<file path="config.mk">
export PLATFORM = sky130hd
export DESIGN_NAME = alu_pipe
export DESIGN_NICKNAME = d
export VERILOG_FILES = /design/src/rtl/alu_pkg.sv /design/src/rtl/alu_mul_iter.sv /design/src/rtl/alu_pipe.sv
export SDC_FILE = /design/constraint.sdc
export NUM_CORES = 1
export LEC_CHECK = 0
export ABC_AREA = 0
export BUFFER_PORTS_ARGS = -buffer_cell sky130_fd_sc_hd__buf_2
export CORE_MARGIN = 5
export CORE_UTILIZATION = 55
export DETAILED_ROUTE_END_ITERATION = 12
export MAX_ROUTING_LAYER = met4
export PLACE_DENSITY = 0.74
export SLEW_MARGIN = 40
export SYNTH_ARGS = -nofsm -noshare
export SYNTH_HDL_FRONTEND = slang
export SYNTH_SLANG_ARGS = --single-unit
</file>
<file path="constraint.sdc">
create_clock -name clk -period 5.2 [get_ports clk]
set_clock_uncertainty 0.05 [all_clocks]
set_input_delay 0.78 -clock clk [delete_from_list [all_inputs] [get_ports clk]]
set_output_delay 0.78 -clock clk [all_outputs]
set_load 0.01 [all_outputs]
</file>
<file path="src/rtl/alu_pkg.sv">
// Shared opcode, FSM-state and flag-index definitions for the ALU pipeline.
package alu_pkg;

   localparam logic [3:0] OP_PASS0 = 4'b0000;
   localparam logic [3:0] OP_MUL   = 4'b0001;
   localparam logic [3:0] OP_PASS2 = 4'b0010;
   localparam logic [3:0] OP_PASS3 = 4'b0011;
   localparam logic [3:0] OP_ADD0  = 4'b0100;
   localparam logic [3:0] OP_ADD1  = 4'b1100;
   localparam logic [3:0] OP_SUB0  = 4'b0101;
   localparam logic [3:0] OP_SUB1  = 4'b1101;
   localparam logic [3:0] OP_AND0  = 4'b0110;
   localparam logic [3:0] OP_AND1  = 4'b1110;
   localparam logic [3:0] OP_CMP0  = 4'b0111;
   localparam logic [3:0] OP_CMP1  = 4'b1111;
   localparam logic [3:0] OP_OR0   = 4'b1000;
   localparam logic [3:0] OP_OR1   = 4'b1001;
   localparam logic [3:0] OP_XOR0  = 4'b1010;
   localparam logic [3:0] OP_XOR1  = 4'b1011;

   localparam int FLAG_N = 0;
   localparam int FLAG_Z = 1;
   localparam int FLAG_C = 2;

   typedef enum logic {IDLE, MUL_RUN} state_t;

endpackage

</file>
<file path="src/rtl/alu_mul_iter.sv">
// Unsigned shift-add multiplier, one partial product per cycle; done asserts during the W-th step.
// Operands are captured on start; prod_nxt carries the full product in the done cycle.
module alu_mul_iter #(
   parameter int W = 8
) (
   input  logic           clk,
   input  logic           rst,
   input  logic           start,
   input  logic [W-1:0]   a,
   input  logic [W-1:0]   b,
   output logic           done,
   output logic [2*W-1:0] prod_nxt
);

   localparam int CW = $clog2(W);

   logic           busy;
   logic [CW-1:0]  cnt;
   logic [2*W-1:0] mcand;
   logic [W-1:0]   mplier;
   logic [2*W-1:0] prod;

   assign prod_nxt = mplier[0] ? prod + mcand : prod;
   assign done     = busy && (cnt == CW'(W-1));

   always_ff @(posedge clk) begin
      if (rst) begin
         busy   <= 1'b0;
         cnt    <= '0;
         mcand  <= '0;
         mplier <= '0;
         prod   <= '0;
      end else if (start) begin
         busy   <= 1'b1;
         cnt    <= '0;
         mcand  <= {{W{1'b0}}, a};
         mplier <= b;
         prod   <= '0;
      end else if (busy) begin
         prod   <= prod_nxt;
         mcand  <= mcand << 1;
         mplier <= mplier >> 1;
         cnt    <= cnt + 1'b1;
         if (done) busy <= 1'b0;
      end
   end

endmodule

</file>
<file path="src/rtl/alu_pipe.sv">
// Registered ALU: single-cycle ops complete on the accepting edge, multiply takes W+1 edges.
// in_ready drops while a multiply runs; in_valid in that window is ignored.
module alu_pipe
   import alu_pkg::*;
#(
   parameter int W      = 8,
   parameter int MUL_EN = 1
) (
   input  logic         clk,
   input  logic         rst,
   input  logic         in_valid,
   output logic         in_ready,
   input  logic [3:0]   opcode,
   input  logic [W-1:0] operand_A,
   input  logic [W-1:0] operand_B,
   output logic         out_valid,
   output logic [W-1:0] result,
   output logic [W-1:0] result_hi,
   output logic [2:0]   flag
);

   state_t         state;
   logic           accept;
   logic           mul_start;
   logic           mul_done;
   logic [2*W-1:0] mul_prod;
   logic [W:0]     sum;
   logic           a_lt_b;

   assign in_ready  = (state == IDLE);
   assign accept    = in_valid && in_ready;
   assign mul_start = accept && !rst && (MUL_EN != 0) && (opcode == OP_MUL);
   assign sum       = {1'b0, operand_A} + {1'b0, operand_B};
   assign a_lt_b    = operand_A < operand_B;

   alu_mul_iter #(.W(W)) u_mul (
      .clk      (clk),
      .rst      (rst),
      .start    (mul_start),
      .a        (operand_A),
      .b        (operand_B),
      .done     (mul_done),
      .prod_nxt (mul_prod)
   );

   always_ff @(posedge clk) begin
      if (rst) begin
         state     <= IDLE;
         result    <= '0;
         result_hi <= '0;
         flag      <= 3'b000;
         out_valid <= 1'b0;
      end else begin
         out_valid <= 1'b0;
         case (state)
            IDLE: begin
               if (accept) begin
                  out_valid <= 1'b1;
                  case (opcode)
                     OP_MUL: begin
                        if (MUL_EN != 0) begin
                           state     <= MUL_RUN;
                           out_valid <= 1'b0;
                        end else begin
                           result    <= operand_A;
                           result_hi <= '0;
                        end
                     end
                     OP_ADD0, OP_ADD1: begin
                        result       <= sum[W-1:0];
                        result_hi    <= '0;
                        flag[FLAG_C] <= sum[W];
                     end
                     OP_SUB0, OP_SUB1: begin
                        // Magnitude of the difference; N records which way round it went
                        result       <= a_lt_b ? operand_B - operand_A : operand_A - operand_B;
                        result_hi    <= '0;
                        flag[FLAG_N] <= a_lt_b;
                     end
                     OP_CMP0, OP_CMP1: begin
                        flag[FLAG_C] <= a_lt_b;
                        flag[FLAG_Z] <= (operand_A == operand_B);
                     end
                     OP_AND0, OP_AND1: begin
                        result    <= operand_A & operand_B;
                        result_hi <= '0;
                     end
                     OP_OR0, OP_OR1: begin
                        result    <= operand_A | operand_B;
                        result_hi <= '0;
                     end
                     OP_XOR0, OP_XOR1: begin
                        result    <= operand_A ^ operand_B;
                        result_hi <= '0;
                     end
                     default: begin
                        result    <= operand_A;
                        result_hi <= '0;
                     end
                  endcase
               end
            end
            MUL_RUN: begin
               if (mul_done) begin
                  state        <= IDLE;
                  out_valid    <= 1'b1;
                  result       <= mul_prod[W-1:0];
                  result_hi    <= mul_prod[2*W-1:W];
                  flag[FLAG_Z] <= (mul_prod == '0);
                  flag[FLAG_C] <= (mul_prod[2*W-1:W] != '0);
               end
            end
         endcase
      end
   end

endmodule

</file>
# == Yosys cells after proc, flatten, opt, wreduce, memory -nomap -nowiden ==
# Cells that the tools add are included.
# word_totals
regBits,65
wordCells,93
inputBits,23
# classes
add_sub_neg,5
n_reduce_logical,20
bitwise_logic,4
magnitude_cmp,1
muxes,30
n_eq_ne,20
# op_table
op,count
8-bit two-way mux,10
8-bit case mux with 6 select lines,1
"4-bit == test, second input constant",8
8-bit case mux with 2 select lines,2
16-bit adder,1
"4-bit by 3-bit == test with 1-bit output, second input constant",4
16-bit zero test,1
16-bit two-way mux,1
8-bit subtractor,2
2-bit OR reduction,7
3-bit AND reduction,4
1-bit two-way mux,10
8-bit by 8-bit adder with 9-bit output,1
8-bit bitwise AND,1
8-bit == test,1
8-bit < comparator,1
8-bit bitwise OR,1
8-bit nonzero test,1
8-bit XOR,1
"2-bit by 1-bit != test with 1-bit output, second input constant",3
1-bit case mux with 2 select lines,3
"4-bit by 1-bit == test with 1-bit output, second input constant",1
1-bit logical AND,4
2-bit case mux with 2 select lines,1
other kinds (10),10

# == Depth between registers and ports, before layout ==
# logic_depth
ltp_word,5
ltp_mapped,12
depth_no_buf,12

# == By module ==
# A second synthesis with hierarchy kept.
# unflattened
hier_cells,671
hier_area_um2,5454.0
# modules_own_cells
mod,area_each_um2,cells_per_inst,n_inst
alu_pipe,2765.2,357,1
alu_mul_iter,2688.8,314,1

# == Worst setup path after synthesis ==
# Ideal clock, no wire load.
# synth_path
path_type,in2reg
from,input operand_A[0]
to,register result[6]
setup_time_ns,0.074
stages,12
t_arrival_ns,2.995
n_path_buf,0
required_ns,5.076
path_slack_ns,2.081
cell_sequence,inv_1 -> ha_1 -> inv_1 -> fa_1 -> nor2b_1 -> o21a_1 -> o21ai_2 -> and3_1 -> a221oi_2 -> o221ai_1 -> or4b_1 -> a31oi_1
# synth_between
elab_chain_cells,5
elab_cells_between_ends,8
# synth_rtl
item,line,text
from (decl),alu_pipe.sv:14,"input logic [W-1:0] operand_A,"
8-bit subtractor or 8-bit < comparator (tied branches),"alu_pipe.sv:76, alu_pipe.sv:34",
8-bit two-way mux,alu_pipe.sv:76,result <= a_lt_b ? operand_B - operand_A : operand_A - operand_B;
8-bit case mux with 6 select lines (*),alu_pipe.sv:59,case (opcode)
8-bit two-way mux (*),alu_pipe.sv:57,if (accept) begin
8-bit case mux with 2 select lines (*),alu_pipe.sv:55,case (state)
to (signal assigned),alu_pipe.sv:65,result <= operand_A;
to (signal assigned),alu_pipe.sv:76,
to (signal assigned),alu_pipe.sv:85,result <= operand_A & operand_B;
to (decl),alu_pipe.sv:17,"output logic [W-1:0] result,"
# Mark *: on every way between the ends. The rest lies on a longest branch, timed or not. The select of a mux whose other input is x is not followed.
# A chain may end at the register's enable or synchronous reset.

# == Worst setup path after layout ==
# layout_path
from,register u_mul.prod[0]
to,register flag[1]
# layout_between
elab_chain_cells,5
# layout_rtl
item,line,text
from (decl),alu_mul_iter.sv:21,logic [2*W-1:0] prod;
from (signal assigned),alu_mul_iter.sv:40,prod <= prod_nxt;
16-bit adder,alu_mul_iter.sv:23,assign prod_nxt = mplier[0] ? prod + mcand : prod;
16-bit two-way mux (*),alu_mul_iter.sv:23,
16-bit zero test (*),alu_pipe.sv:109,flag[FLAG_Z] <= (mul_prod == '0);
2-bit two-way mux (*),alu_pipe.sv:104,if (mul_done) begin
2-bit case mux with 2 select lines (*),alu_pipe.sv:55,
"to (signal, indexed assignment)",alu_pipe.sv:72,flag[FLAG_C] <= sum[W];
"to (signal, indexed assignment)",alu_pipe.sv:109,
"to (signal, indexed assignment)",alu_pipe.sv:110,flag[FLAG_C] <= (mul_prod[2*W-1:W] != '0);
to (decl),alu_pipe.sv:19,output logic [2:0] flag
# Marked as above.

==> flow_summary_export.csv <==
group,metric,value,unit
yosys,main_combinational_cell_family_by_area_after_synthesis,"compound AO/OA/AOI/OAI gates",
global_routing,grtUsageTotal,26.7,%
yosys,synth_fp_nets,698,
yosys,synth_area_leaders,"dfxtp_1, ha_1, mux2i_1",
route,number_of_vias_per_cell,6.17,
clocking,h-tree-depth,3,
critical_path,critical_path_required,5410,ps
yosys,syn-instance-count,623,
yosys,total_of_flip_flops_plus_latches_after_synthesis,65,
clocking,cts-hold-fix-buffers,0,
sta,period_share,66.2,%
yosys,yosys.cell_types.count,72,
global_routing,grt_start_max_net_pins,49,
power_and_ir_drop,vdd_ir_drop_max,0.151,mV
clocking,post-cts-setup-buffers,0,
layout,drive_above_1_share,12.4,%
placement,place_congestion,0.955,
layout,finalCoreUtilization,61.9,%
route,wl_per_cell,18.8,um
floorplan,die_height,105,um
floorplan,floorplan.initialDensity,56.9,%
clocking,post_cts_resize_count,0,
sta,timing_worst_slew_pin_value,792,ps
yosys,synth-seq-area-share,26.0,%
min_path,worstHoldPathType,"reg -> reg",
floorplan,die_w,105,um
global_routing,grt_antenna_before_repair,0,
job,max_cap_violations,0,
layout,layout-area-overhead-vs-synth,8.86,%
clocking,clk-insertion-delay-late,350,ps
route,detailed_route_via_count,4697,
global_routing,grt-ovfl-total,0,
yosys,yosys-mux-area-fraction,9.11,%
layout,finalNetCount,723,
sta,setup-tns-final,0,ps
placement,place_inst,745,
global_routing,grt_busiest_layer,"met2",
layout,commonest_non_fill_non_tap_cell_in_the_layout,"nor2_1",
yosys,synth_flop_cell,"dfxtp_1",
global_routing,via_count_of_the_first_global_routing_pass,4500,
layout,final_cell_mix,"nor2_1, dfxtp_1, ha_1, a21oi_1, buf_2",
yosys,post_synthesis_cell_area,5010,um^2
route,ant_nets,0,
route,detailedRoute.firstIterationViolations,286,
floorplan,die-area,11100,um^2
yosys,ys_async_sr_fraction,0,%
power_and_ir_drop,cellPowerDensity,226,nW/um^2
layout,num_antenna_cells,0,
floorplan,core_area,8810,um^2
global_routing,met1_usage,38.4,%
global_routing,use_met3,4.65,%
critical_path,critPathCaptureType,"flop",
yosys,syn_avg_cell_area,8.04,um^2
route,drt-pass1-iter-count,5,
sta,postLayoutSetupSlackWorst,1760,ps
clocking,clock_tree.root_cell,"clkbuf_8",
sta,setup_viol,0,
yosys,synth-compound-area-share,25.2,%
critical_path,path_class,"reg -> reg",
clocking,cts_inserted_buffers,9,
clocking,tritoncts_clock_tree,"yes",
sta,slew_viol_final,0,
placement,place.detailed.hpwl,10.9,mm
clocking,clkTransAtPathRegs,80,ps
route,finalWirelength,14.3,mm
global_routing,grt_util_met2,38.5,%
floorplan,floorplan.rows,34,
layout,final-instance-count-excl-fill,761,
critical_path,crit_fanout,4,
yosys,arithmetic_cell_share_of_the_synthesized_area_counting_full_adders_half_adders_and_majority_gates,13.6,%
global_routing,first_pass_grt_wire_length,23.3,mm
route,route.detailed.drc,0,
floorplan,io-pin-count,44,
yosys,yosysWarningCount,0,
sta,rsz0062_at_grt,"no",
yosys,synth_simple_gate_area_share,17.5,%
yosys,synth-edff-count,0,
critical_path,cp.arrival,3650,ps
sta,fmax,0.290,GHz
yosys,share_of_yosys_cell_area_claimed_by_the_top_area_cell_type,26.0,%
yosys,netlist.top_cell.by_area,"dfxtp_1",
critical_path,setup.worst_path.start_class,"flop",
placement,buffer_ports.inserted,43,
run_status,outcome,"finished, final reports clean",
yosys,synth_xor_xnor_area_share,2.97,%
power_and_ir_drop,leakage,2.21,nW
sta,layout_min_cycle_time,3440,ps
sta,slew-limit-headroom,47.1,%
sta,report.final.hold_viol_count,0,
placement,post-place-ws,1620,ps
clocking,cts-root-to-sink-buffers,2,
clocking,cts_sinks,65,
## path summary, 6_finish.rpt
| kind | from | endpoint | slack, ps | cells past startpoint |
|---|---|---|---|---|
| setup / recovery | u_mul.prod[0]$_SDFFE_PP0P_ | flag[1]$_SDFFE_PP0P_ | 1760 | 10 |
| hold / removal | u_mul.prod[0]$_SDFFE_PP0P_ | u_mul.prod[0]$_SDFFE_PP0P_ | 440 | 2 |
| setup reg to reg | u_mul.prod[0]$_SDFFE_PP0P_ | flag[1]$_SDFFE_PP0P_ | 1760 | 10 |
| hold reg to reg | u_mul.prod[0]$_SDFFE_PP0P_ | u_mul.prod[0]$_SDFFE_PP0P_ | 440 | 2 |
## cells in the mapped netlist, types with 4 or more instances
cell type	instances
nor2_1	99
dfxtp_1	65
ha_1	48
a21oi_1	44
mux2i_1	40
inv_1	37
a211oi_1	28
nand2_1	27
o21ai_0	25
clkbuf_1	22
xnor2_1	14
a31oi_1	13
nand3_1	12
a21o_1	9
nor2b_1	8
nor3_1	8
nand2b_1	7
o22ai_1	7
o21a_1	6
o21bai_1	6
a22oi_1	5
and3_1	5
buf_1	5
fa_1	4
nand4_1	4
o221ai_1	4
## final cells by class
| class | instances | area [um^2] |
|---|---|---|
| repair buffers | 46 | 238 |
| clock inverters | 7 | 82.6 |
| fillers | 817 | 3350 |
| inverters | 38 | 143 |
| clock buffers | 9 | 124 |
| flip-flops and latches | 65 | 1300 |
| well taps | 108 | 135 |
| multi-input cells | 488 | 3430 |
## worst max-delay path, stage by stage, from the launching register on
cell and delay, ps:
dfxtp_1 330, ha_1 250, fa_1 450, a211oi_2 340, o211ai_2 160, a31oi_1 280, nor4_1 100, nor3b_1 670
and4b_1 330, nand4_1 140, a221oi_2 260
## flip-flops by register name, indices dropped and copies added, names as in the netlist, 3 cells and up
signal	flops
u_mul.mplier	8
u_mul.mcand	16
flag	3
result_hi	8
u_mul.prod	16
result	8
u_mul.cnt	3
## routing by layer
metal | wire length [um] | share of wire (%)
met5 | 0 | 0
met1 | 7070 | 49
met3 | 988 | 6.9
met4 | 237 | 1.7
met2 | 6030 | 42
## report_power, final
group,switching [W],total (W),internal (W)
Sequential,0.0000102,0.000520,0.000510
Clock,0.000231,0.000460,0.000230
Combinational,0.000157,0.000250,0.0000935
## kinds of logic (layout without fill, tap and decap cells)
group	after synthesis	count (layout)
compound gates	185	185
buf+inv	70	100
xor+xnor	17	17
simple gates	190	190
flops	65	65
fa+ha+maj	52	52
mux	44	44
## stage by stage
step | area, um^2 | power (W) | hold slack (ps)
after floorplan | 5010 | 0.000704 | 403
after global placement | 5250 | 0.000775 | 414
after detailed placement | 5250 | 0.000775 | 432
after CTS | 5460 | 0.00124 | 444
after global routing | 5460 | 0.00129 | 473
final | 5460 | 0.00123 | 442
(Power assumes the default switching activity.)
